File: config.mk
export PLATFORM = sky130hd
export DESIGN_NAME = fb_write_arbiter
export DESIGN_NICKNAME = d
export VERILOG_FILES = /design/src/rtl/fb_write_arbiter_rr_picker.sv /design/src/rtl/fb_write_arbiter.sv
export SDC_FILE = /design/constraint.sdc
export NUM_CORES = 1
export LEC_CHECK = 0
export ABC_AREA = 1
export CORE_MARGIN = 2
export CORE_UTILIZATION = 42
export CTS_BUF_LIST = sky130_fd_sc_hd__clkbuf_16
export CTS_CLUSTER_DIAMETER = 30
export DETAILED_ROUTE_END_ITERATION = 8
export GPL_TIMING_DRIVEN = 0
export PLACE_DENSITY_LB_ADDON = 0.12
export RECOVER_POWER = 50
export SKIP_CTS_REPAIR_TIMING = 1
export SYNTH_ARGS = -nofsm -noshare
export SYNTH_HDL_FRONTEND = slang
export SYNTH_SLANG_ARGS = --single-unit
File: constraint.sdc
create_clock -name clk -period 4.65 [get_ports clk]
set_clock_uncertainty 0.15 [all_clocks]
set_input_delay 0.465 -clock clk [delete_from_list [all_inputs] [get_ports clk]]
set_output_delay 0.465 -clock clk [all_outputs]
set_load 0.01 [all_outputs]
File: src/rtl/fb_write_arbiter_rr_picker.sv
`timescale 1ns/1ps
// Combinational round-robin search: starting just above last_idx, return the
// first requester whose bit is set, wrapping around NUM_REQ.
module rr_picker #(
  parameter int NUM_REQ = 3
) (
  input  logic [NUM_REQ-1:0] req,
  input  logic [1:0]         last_idx,
  output logic [1:0]         grant_idx,
  output logic               any_req
);

  int idx;

  always_comb begin
    grant_idx = 2'd0;
    any_req   = 1'b0;
    idx       = 0;
    for (int k = 1; k <= NUM_REQ; k++) begin
      idx = (int'(last_idx) + k) % NUM_REQ;
      if (!any_req && req[idx]) begin
        grant_idx = 2'(idx);
        any_req   = 1'b1;
      end
    end
  end

endmodule

File: src/rtl/fb_write_arbiter.sv
`timescale 1ns/1ps
// Framebuffer port-A write arbiter: round-robin grants whole bursts to one
// requester at a time, capped at MAX_BURST beats, with registered write outputs.
`ifndef DISP_ADDR_WIDTH
`define DISP_ADDR_WIDTH 17
`endif

module fb_write_arbiter #(
  parameter int NUM_REQ   = 3,
  parameter int MAX_BURST = 320
) (
  input  logic                                clk,
  input  logic                                reset_n,
  input  logic [NUM_REQ-1:0]                  req_valid,
  input  logic [NUM_REQ-1:0]                  req_last,
  input  logic [NUM_REQ*`DISP_ADDR_WIDTH-1:0] req_addr,
  input  logic [NUM_REQ*32-1:0]               req_wdata,
  output logic [NUM_REQ-1:0]                  req_ready,
  output logic                                fb_we,
  output logic [`DISP_ADDR_WIDTH-1:0]         fb_addr,
  output logic [31:0]                         fb_wdata,
  output logic [1:0]                          grant_id,
  output logic                                busy
);

  localparam int   AW        = `DISP_ADDR_WIDTH;
  localparam logic ST_IDLE   = 1'b0;
  localparam logic ST_LOCKED = 1'b1;

  logic          state_q, state_d;
  logic [1:0]    grant_q, grant_d;
  logic [1:0]    last_owner_q, last_owner_d;
  logic [9:0]    beat_cnt_q, beat_cnt_d;
  logic          fb_we_q, fb_we_d;
  logic [AW-1:0] fb_addr_q, fb_addr_d;
  logic [31:0]   fb_wdata_q, fb_wdata_d;

  logic          pick_any;
  logic [1:0]    pick_idx;
  logic          own_valid;
  logic          own_last;
  logic [AW-1:0] own_addr;
  logic [31:0]   own_wdata;
  logic          xfer;
  logic          burst_end;
  logic [9:0]    cnt_inc;

  rr_picker #(
    .NUM_REQ (NUM_REQ)
  ) u_picker (
    .req       (req_valid),
    .last_idx  (last_owner_q),
    .grant_idx (pick_idx),
    .any_req   (pick_any)
  );

  always_ff @(posedge clk or negedge reset_n) begin
    if (!reset_n) begin
      state_q      <= ST_IDLE;
      grant_q      <= 2'd0;
      last_owner_q <= 2'(NUM_REQ - 1);
      beat_cnt_q   <= 10'd0;
      fb_we_q      <= 1'b0;
      fb_addr_q    <= '0;
      fb_wdata_q   <= 32'd0;
    end else begin
      state_q      <= state_d;
      grant_q      <= grant_d;
      last_owner_q <= last_owner_d;
      beat_cnt_q   <= beat_cnt_d;
      fb_we_q      <= fb_we_d;
      fb_addr_q    <= fb_addr_d;
      fb_wdata_q   <= fb_wdata_d;
    end
  end

  // Only the current owner's lanes are looked at; everyone else is ignored.
  always_comb begin
    own_valid = 1'b0;
    own_last  = 1'b0;
    own_addr  = '0;
    own_wdata = 32'd0;
    for (int i = 0; i < NUM_REQ; i++) begin
      if (grant_q == 2'(i)) begin
        own_valid = req_valid[i];
        own_last  = req_last[i];
        own_addr  = req_addr[i*AW +: AW];
        own_wdata = req_wdata[i*32 +: 32];
      end
    end
  end

  assign xfer      = (state_q == ST_LOCKED) && own_valid;
  assign cnt_inc   = beat_cnt_q + 10'd1;
  assign burst_end = xfer && (own_last || (cnt_inc == 10'(MAX_BURST)));

  always_comb begin
    state_d = state_q;
    case (state_q)
      ST_IDLE:   if (pick_any)  state_d = ST_LOCKED;
      ST_LOCKED: if (burst_end) state_d = ST_IDLE;
      default:   state_d = ST_IDLE;
    endcase
  end

  always_comb begin
    grant_d      = grant_q;
    last_owner_d = last_owner_q;
    beat_cnt_d   = beat_cnt_q;
    fb_we_d      = xfer;
    fb_addr_d    = xfer ? own_addr : fb_addr_q;
    fb_wdata_d   = xfer ? own_wdata : fb_wdata_q;
    if (state_q == ST_IDLE && pick_any) begin
      grant_d    = pick_idx;
      beat_cnt_d = 10'd0;
    end
    if (xfer) begin
      beat_cnt_d = burst_end ? 10'd0 : cnt_inc;
      if (burst_end) last_owner_d = grant_q;
    end
  end

  always_comb begin
    req_ready = '0;
    if (state_q == ST_LOCKED) begin
      for (int i = 0; i < NUM_REQ; i++) begin
        req_ready[i] = (grant_q == 2'(i));
      end
    end
    busy = (state_q == ST_LOCKED);
  end

  assign fb_we    = fb_we_q;
  assign fb_addr  = fb_addr_q;
  assign fb_wdata = fb_wdata_q;
  assign grant_id = grant_q;

endmodule

==> run summary, run 1 <==
Critical path class - reg2out
R2R cell count - 9
Antenna viol nets, final - 0
Register area share after synthesis - 44.2%
Crit path arrival time - 1.81 ns
Count of cell types in the netlist - 34
Final setup vio count - 0
Actual slew at the worst max-slew pin - 0.842 ns
Status - finished, final reports clean
Initial antenna violation count - 0
CP bufs+invs - 3
CP cell instances - buf_4 -> nor2_4 -> inv_2 -> nor2_1 -> clkdlybuf4s50_1
Static Leak - 2.58 nW
Final net count - 863
Worst R2R End - beat_cnt_q[5]
Clk slew on worst S/H paths - 0.05 ns
Worst path required time - 4.03 ns
Synth top area cells - dfrtp_1 (44%), nand2_1 (19%), a41oi_1 (12%)
Core Box Area - 0.00859 mm^2
Chip height - 97.6 um
Mapped cell area - 0.00368 mm^2
Critical Path Source Type - flip-flop
Most used DFF post-synth - dfrtp_1
RSZ-0062 raised after global routing - no
Post-synth ARST share - 100%
Via count - 4289
PD cells - 598 mW/mm^2
Routed wire per std cell - 16.0 um
Logic pwr share - 56.0%
Sw Share - 41.4%
Std-Cell Rows - 34
Overall die width - 97.6 um
Relative slew slack - 43.8%
Post-synth EDFFs - 0
Setup TNS - 0 ns
Critical Path Max Stage Delay - 0.54 ns
Crit path to - req_ready[0]
Internal - 2.17 mW
CTS root buf - clkbuf_16
Synth Warn # - 0
Total wire length - 13100 um
First-pass GRT wire length - 21000 um
Area grow syn2layout - 68.3%
Layout cells sized above 1 - 6.76%
I/O pin count - 211
Post-DP HPWL - 9940 um
GRT Util Overall - 27.5%
Syn Inst Count - 484
Reg power frac - 26.6%
Syn Nets - 642
Pre-Repair DR Iteration Count - 5
R2r setup slk - 2.40 ns
Antenna cells - 0
Syn Area/Cell - 7.61 um^2
MaxCap Viol Count - 0
PortBufs - 210
Clock sinks - 65
Fin. Hold Viols - 0
Most numerous cell in the Yosys netlist - nand2_1
Slew Viols, Final - 0
Pin count of the biggest net entering global routing - 66
Share of the synthesized area in the top cell type - 43.5%
Vias/cell - 5.24
Post-placement cell area - 0.00592 mm^2
Psw - 1.54 mW
CTS tree - done
Routability Congestion - 0.849
Worst Hold Class - in2async
Worst-path maximum fanout - 7
Post-Layout Inst Area - 0.00620 mm^2
Die area - 0.00953 mm^2
Grt ovf - 0
Fin crit share - 52.1%
First DRT Iteration DRCs - 162
Clk_lat worst skew - 0.32 ns
CTS buffer count - 9
Vias in the first global route - 4349
H-tree levels - 3
Fin worst setup slack - 2.23 ns
R2R Path Start - last_owner_q[1]
Initial core utilization - 42.8%
Top cells by count, synth - nand2_1 (189), dfrtp_1 (64), nor2_1 (60)
Max VDD drop - 0.282 mV
Worst setup path start - grant_id[1]
Seq cells post-synth - 65
Drt drc - 0
FMAX - 0.413 GHz
Min Tclk post-route - 2.42 ns
CP Depth - 5
Clk pwr share - 17.4%
CTS Buffer Depth - 2
Post-synth top area cell - dfrtp_1
Cell class contributing the biggest share of worst-path delay - buffers and inverters
Place WS - 2.26 ns
CP max stage cell - clkdlybuf4s50_1
Critical Path End Type - output port
## power by group through the flow
stage | Clock [mW] | Sequential [mW] | Combinational (mW)
3_3_place_gp | 0 | 0.986 | 2.08
5_1_grt | 0.676 | 1.02 | 2.27
2_1_floorplan | 0 | 1.09 | 1.02
6_report | 0.645 | 0.987 | 2.07
4_1_cts | 0.650 | 0.990 | 2.13
3_5_place_dp | 0 | 0.996 | 2.12
## logic make-up (layout without fill, tap and decap cells)
| kind of cell | Yosys count | after routing | synth area share [%] |
|---|---|---|---|
| fa+ha+maj | 3 | 3 | 1.02 |
| flops | 65 | 65 | 44.2 |
| buf+inv | 55 | 281 | 6.70 |
| xor+xnor | 2 | 2 | 0.680 |
| simple gates | 291 | 291 | 32.1 |
| compound gates | 68 | 68 | 15.3 |
## placed cells by master (no fill, tap or decap), types with 2 or more instances in the layout
cell type and n:
nand2_1 189, clkdlybuf4s50_1 181, dfrtp_1 64, nor2_1 60, a41oi_1 49, dlygate4sd3_1 28, inv_1 26, nand3_1 22
buf_2 11, clkbuf_1 10, clkbuf_16 9, buf_4 8, nand4_1 7, o21ai_1 6, o21ai_0 4, inv_2 3
nor2_2 3, nand2_2 3, ha_1 3, nor2_4 2, nor3_1 2, clkinv_2 2
## how the worst min path moves through the flow
stage | end | cells after the start
3_3_place_gp | last_owner_q[1] | 2
3_5_place_dp | last_owner_q[1] | 2
5_1_grt | fb_addr[14] | 1
6_report | grant_id[1] | 1
2_1_floorplan | beat_cnt_q[0] | 0
4_1_cts | fb_wdata[4] | 1
## per-stage QoR
stage               utilization [%]  hold slack, ns  power [mW]  std cells
floorplan                         -          0.0194        2.12        484
finish                         72.1          0.0902        3.71        818
global route                   72.1           0.167        3.97        818
global placement               68.9           0.319        3.07        802
detailed placement             68.8           0.319        3.12        802
CTS                            72.1           0.139        3.77        818
## registers in the layout, indices dropped and copies added (netlist names)
| register | cells |
|---|---|
| beat_cnt_q | 10 |
| busy | 1 |
| fb_addr | 17 |
| fb_wdata | 32 |
| fb_we | 1 |
| grant_id | 2 |
| last_owner_q | 2 |
## layer usage
layer	global-route usage, %	routed length (um)
met5	0	0
met4	12.0	385
met3	7.84	1240
met2	46.6	6510
met1	32.4	4980
## worst register-to-register path, stage by stage (launching register included)
cell	delay [ns]
dfstp_2	0.54
ha_1	0.28
nor2_1	0.13
a211oi_1	0.06
nor2_1	0.21
nand2_1	0.08
o21ai_1	0.25
buf_2	0.31
nand3_1	0.11
nand2_1	0.08
## area by class of cell
cell class / count / area [um^2]
Sequential cell: 65 / 1630
Buffer: 29 / 149
Multi-Input combinational cell: 364 / 1810
Inverter: 26 / 97.6
Timing Repair Buffer: 210 / 2100
Clock buffer: 9 / 225
Clock inverter: 7 / 55.1
Tap cell: 108 / 135
Fill cell: 676 / 2400
(Power assumes the default switching activity.)
==> inputs of run 2 (changes only) <==
CORE_UTILIZATION = 35   (was 42)
clock period = 2.1 ns   (was 4.65 ns; I/O delays follow)
==> run 2 against run 1 <==
Clock power grew to 2.5 times the previous value. Combinational power is 140% higher. Register-to-register slack worse by 2.3 ns. Die area is 19% higher. Critical path type is now reg2reg. Global-route usage is 2.9 points lower. Sequential cell count stayed put. Worst hold slack better by 0.23 ns. Sequential share of layout area is 1.0 points lower. Utilization is 9.3 points lower. Critical path depth is 3 higher.
==> run summary, run 2 (synthesized netlist as in run 1, its figures left out) <==
Via count - 4349
Grt ovf - 0
Static Leak - 2.69 nW
Max VDD drop - 0.706 mV
Routed wire per std cell - 16.2 um
Hold Path Depth - 3
Crit path arrival time - 2.07 ns
Final net count - 873
R2r setup slk - 0.08 ns
Antenna viol nets, final - 0
Initial antenna violation count - 0
I/O pin count - 211
Fin crit share - 96.2%
Status - finished, final reports clean
Post-Route M1 WL - 5560 um
Clk slew on worst S/H paths - 0.06 ns
Fin cells - 856
Cell total after placement - 830
Critical path class - reg2reg
Post-placement cell area - 0.00595 mm^2
Psw - 3.62 mW
Layout cells sized above 1 - 10.0%
Met3 routed WL - 1130 um
Post-DP HPWL - 10100 um
PortBufs - 210
Total wire length - 13900 um
Final setup vio count - 0
Routed length on met2 - 6770 um
CTS root buf - clkbuf_16
Worst-path maximum fanout - 6
Highest routed layer - met4
CTS tree - done
Final Power - 8.81 mW
Std-Cell Rows - 37
PD cells - 1370 mW/mm^2
Logic pwr share - 56.7%
Relative slew slack - 37.6%
Antenna cells - 0
Vias/cell - 5.08
Initial core utilization - 35.8%
Pre-Repair DR Iteration Count - 5
Fillers - 905
Actual slew at the worst max-slew pin - 0.936 ns
Reg power frac - 24.9%
Core Box Area - 0.0103 mm^2
Internal - 5.19 mW
Commonest non-fill, non-tap cells in the layout - nand2_1 (189), clkdlybuf4s50_1 (179), dfrtp_1 (63)
Clk_lat worst skew - 0.33 ns
H-tree levels - 3
Routability Congestion - 0.909
Clock sinks - 65
Overall die width - 107 um
Vias in the first global route - 4376
FMAX - 0.495 GHz
MaxCap Viol Count - 0
Critical Path End Type - flip-flop
Drt drc - 0
R2R cell count - 8
Worst path required time - 2.15 ns
Slew Viols, Final - 0
CTS buffer count - 9
Post-Layout Inst Area - 0.00645 mm^2
Max reg flops - 32
Pin count of the biggest net entering global routing - 66
Commonest non-fill, non-tap cell in the layout - nand2_1
First DRT Iteration DRCs - 322
Chip height - 107 um
Die area - 0.0114 mm^2
Clk pwr share - 18.4%
Worst Hold Class - in2reg
Hold Slack - 0.322 ns
GRT Util Overall - 24.5%
Fin. Hold Viols - 0
CTS Buffer Depth - 2
Min Tclk post-route - 2.02 ns
Critical Path Source Type - flip-flop
Area grow syn2layout - 75.3%
First-pass GRT wire length - 21800 um
Setup TNS - 0 ns
Sw Share - 41.1%
## run 2: routing by layer
layer	vias up	GRT usage, %
met5	-	0
met4	0	9.55
met3	33	6.74
met2	194	42.3
met1	2031	29.0
li1	2091	-
## run 2: cell type report
type | instances | area (um^2) | share of cell area (%)
buffer | 27 | 154 | 2.39
clock buffer | 9 | 225 | 3.49
clock inverter | 7 | 92.6 | 1.43
inverter | 26 | 97.6 | 1.51
multi-input combinational | 364 | 1880 | 29.1
sequential | 65 | 1630 | 25.2
tap | 136 | 170 | 2.64
timing repair buffer | 222 | 2210 | 34.2
## run 2: metrics by stage
step | util [%] | setup slack [ns]
2_1_floorplan | - | 0.138
3_3_place_gp | 57.9 | -1.69
3_5_place_dp | 57.9 | -0.205
4_1_cts | 61.0 | -0.209
5_1_grt | 62.8 | -0.0431
6_report | 62.8 | 0.0798
## run 2: power by group through the flow
stage / registers (mW) / clock network, mW / logic [mW]
floorplan: 2.42 / 0 / 2.27
global placement: 2.19 / 0 / 4.65
detailed placement: 2.20 / 0 / 4.74
CTS: 2.19 / 1.64 / 4.75
global route: 2.26 / 1.70 / 5.53
finish: 2.19 / 1.62 / 5.00
## run 2: final timing paths
kind,startpoint,endpoint
hold / removal,req_wdata[22],fb_wdata[22]
setup reg to reg,last_owner_q[1],grant_id[0]
setup / recovery,last_owner_q[1],grant_id[0]
min in group asynchronous,reset_n,fb_wdata[0]
max in group asynchronous,reset_n,grant_id[0]
hold reg to reg,last_owner_q[1],last_owner_q[1]
## run 2: critical path, stage by stage, from the launching register on
cell     delay, ns
dfstp_2       0.56
ha_4          0.23
nor3_1        0.33
nor2_2        0.09
buf_4         0.15
nand3_1       0.10
nor2_1        0.06
o21ai_0       0.14
o21ai_1       0.10
==> inputs of run 3 (changes only) <==
CORE_UTILIZATION = 36   (was 35)
CTS_BUF_LIST = sky130_fd_sc_hd__clkbuf_8   (was sky130_fd_sc_hd__clkbuf_16)
==> run 3 against run 2 <==
Sequential power barely moved. Utilization rose by 1.0 points. Worst hold slack got worse by 0.021 ns. Largest power group unchanged.
==> run summary, run 3 (synthesized netlist as in run 1, its figures left out) <==
Relative slew slack - 42.4%
Initial core utilization - 37.3%
First DRT Iteration DRCs - 283
CTS tree - done
Critical Path Max Stage Delay - 0.57 ns
Final setup vio count - 0
Commonest non-fill, non-tap cell in the layout - nand2_1
Pre-Repair DR Iteration Count - 4
Die area - 0.0111 mm^2
Worst Hold Class - in2reg
Pin count of the biggest net entering global routing - 66
Cell class contributing the biggest share of worst-path delay - flip-flops
GRT Util Overall - 24.4%
Critical path class - reg2reg
Post-DP HPWL - 10200 um
PD cells - 1320 mW/mm^2
PortBufs - 210
Min Tclk post-route - 2.08 ns
Critical Path End Type - flip-flop
CP cell instances - ha_4 -> nor2_1 -> a211oi_2 -> nor2_2 -> nand2_1 -> o21ai_2 -> inv_1 -> o21ai_0 -> o21ai_0
Actual slew at the worst max-slew pin - 0.864 ns
Status - finished, final reports clean
Antenna viol nets, final - 0
I/O pin count - 211
CTS buffer count - 9
Fillers - 869
Max VDD drop - 0.554 mV
H-tree levels - 3
Worst path required time - 2.17 ns
Grt ovf - 0
Multi-input gate area - 0.00184 mm^2
Area grow syn2layout - 71.0%
Routability Congestion - 0.868
Fin crit share - 99.1%
MaxCap Viol Count - 0
Layout cells sized above 1 - 9.22%
Antenna cells - 0
Total wire length - 13600 um
Slew Viols, Final - 0
Worst-path maximum fanout - 6
First-pass GRT wire length - 21400 um
Static Leak - 2.62 nW
CTS root buf - clkbuf_8
FMAX - 0.481 GHz
Vias in the first global route - 4306
Clock sinks - 65
Commonest non-fill, non-tap cells in the layout - nand2_1 (189), clkdlybuf4s50_1 (182), dfrtp_1 (63)
Fin. Hold Viols - 0
CTS Buffer Depth - 2
Initial antenna violation count - 0
Std-Cell Rows - 36
Final net count - 869
CP bufs+invs - 1
Core Box Area - 0.00986 mm^2
Place WS - -0.118 ns
Fin worst setup slack - 0.0197 ns
CP max stage cell - dfstp_2
Drt drc - 0
Critical Path Source Type - flip-flop
Clk_lat worst skew - 0.35 ns
Crit path arrival time - 2.15 ns
Vias/cell - 5.05
Max reg flops - 32
Routed wire per std cell - 16.0 um
Hold Slack - 0.301 ns
Via count - 4286
Overall die width - 105 um
Chip height - 105 um
CP most frequent cell - o21ai_0
Storage cell area - 0.00163 mm^2
Clk slew on worst S/H paths - 0.08 ns
## run 3: worst reg2reg max path: cells and delay by family, from the launching register on
family                     cells  cell delay (ns)
AOI/OAI and AO/OA              4             0.53
DFF                            1             0.57
buffers and inverters          1             0.10
and+or+nand+nor                3             0.38
adders and majority gates      1             0.22
## run 3: cell type report
class	count	area share, %
buffer	27	2.35
tap	133	2.64
inverter	26	1.55
multi-input combinational	364	29.3
clock buffer	10	2.19
timing repair buffer	218	34.4
sequential	65	25.9
clock inverter	6	1.67
## run 3: where the power goes
group	internal (mW)	switching [mW]	total, mW
sequential	1.85	0.338	2.19
combinational	2.20	2.60	4.81
clock	0.815	0.499	1.31
## run 3: metal layers
layer | GRT usage (%) | vias to the layer above | share of wire, %
li1 | - | 2080 | -
met4 | 8.19 | 0 | 1.9
met5 | 0 | - | 0
met1 | 28.5 | 1991 | 40
met3 | 6.67 | 22 | 8.0
met2 | 42.9 | 193 | 50
## run 3: through the flow
stage / TNS [ns] / std cells / util [%] / instance area (um^2) / power [mW]
after floorplan: 0 / 484 / - / 3680 / 4.69
after global placement: -104.48 / 827 / 60.3 / 5950 / 6.83
after detailed placement: -1.71 / 827 / 60.3 / 5950 / 6.93
after CTS: -1.37 / 843 / 62.7 / 6190 / 8.27
after global routing: -0.223 / 849 / 63.8 / 6290 / 8.95
final: 0 / 849 / 63.8 / 6290 / 8.31
## run 3: worst paths after layout
check                                      from         endpoint  slack, ns  cells past startpoint
worst max-delay path            last_owner_q[1]      grant_id[0]       0.02                      9
worst min-delay path               req_wdata[7]      fb_wdata[7]       0.30                      3
worst min register to register  last_owner_q[1]  last_owner_q[1]       0.34                      2
max in group asynchronous               reset_n      grant_id[0]       0.85                      2
worst max register to register  last_owner_q[1]      grant_id[0]       0.02                      9
min in group asynchronous               reset_n      fb_wdata[3]       0.36                      2
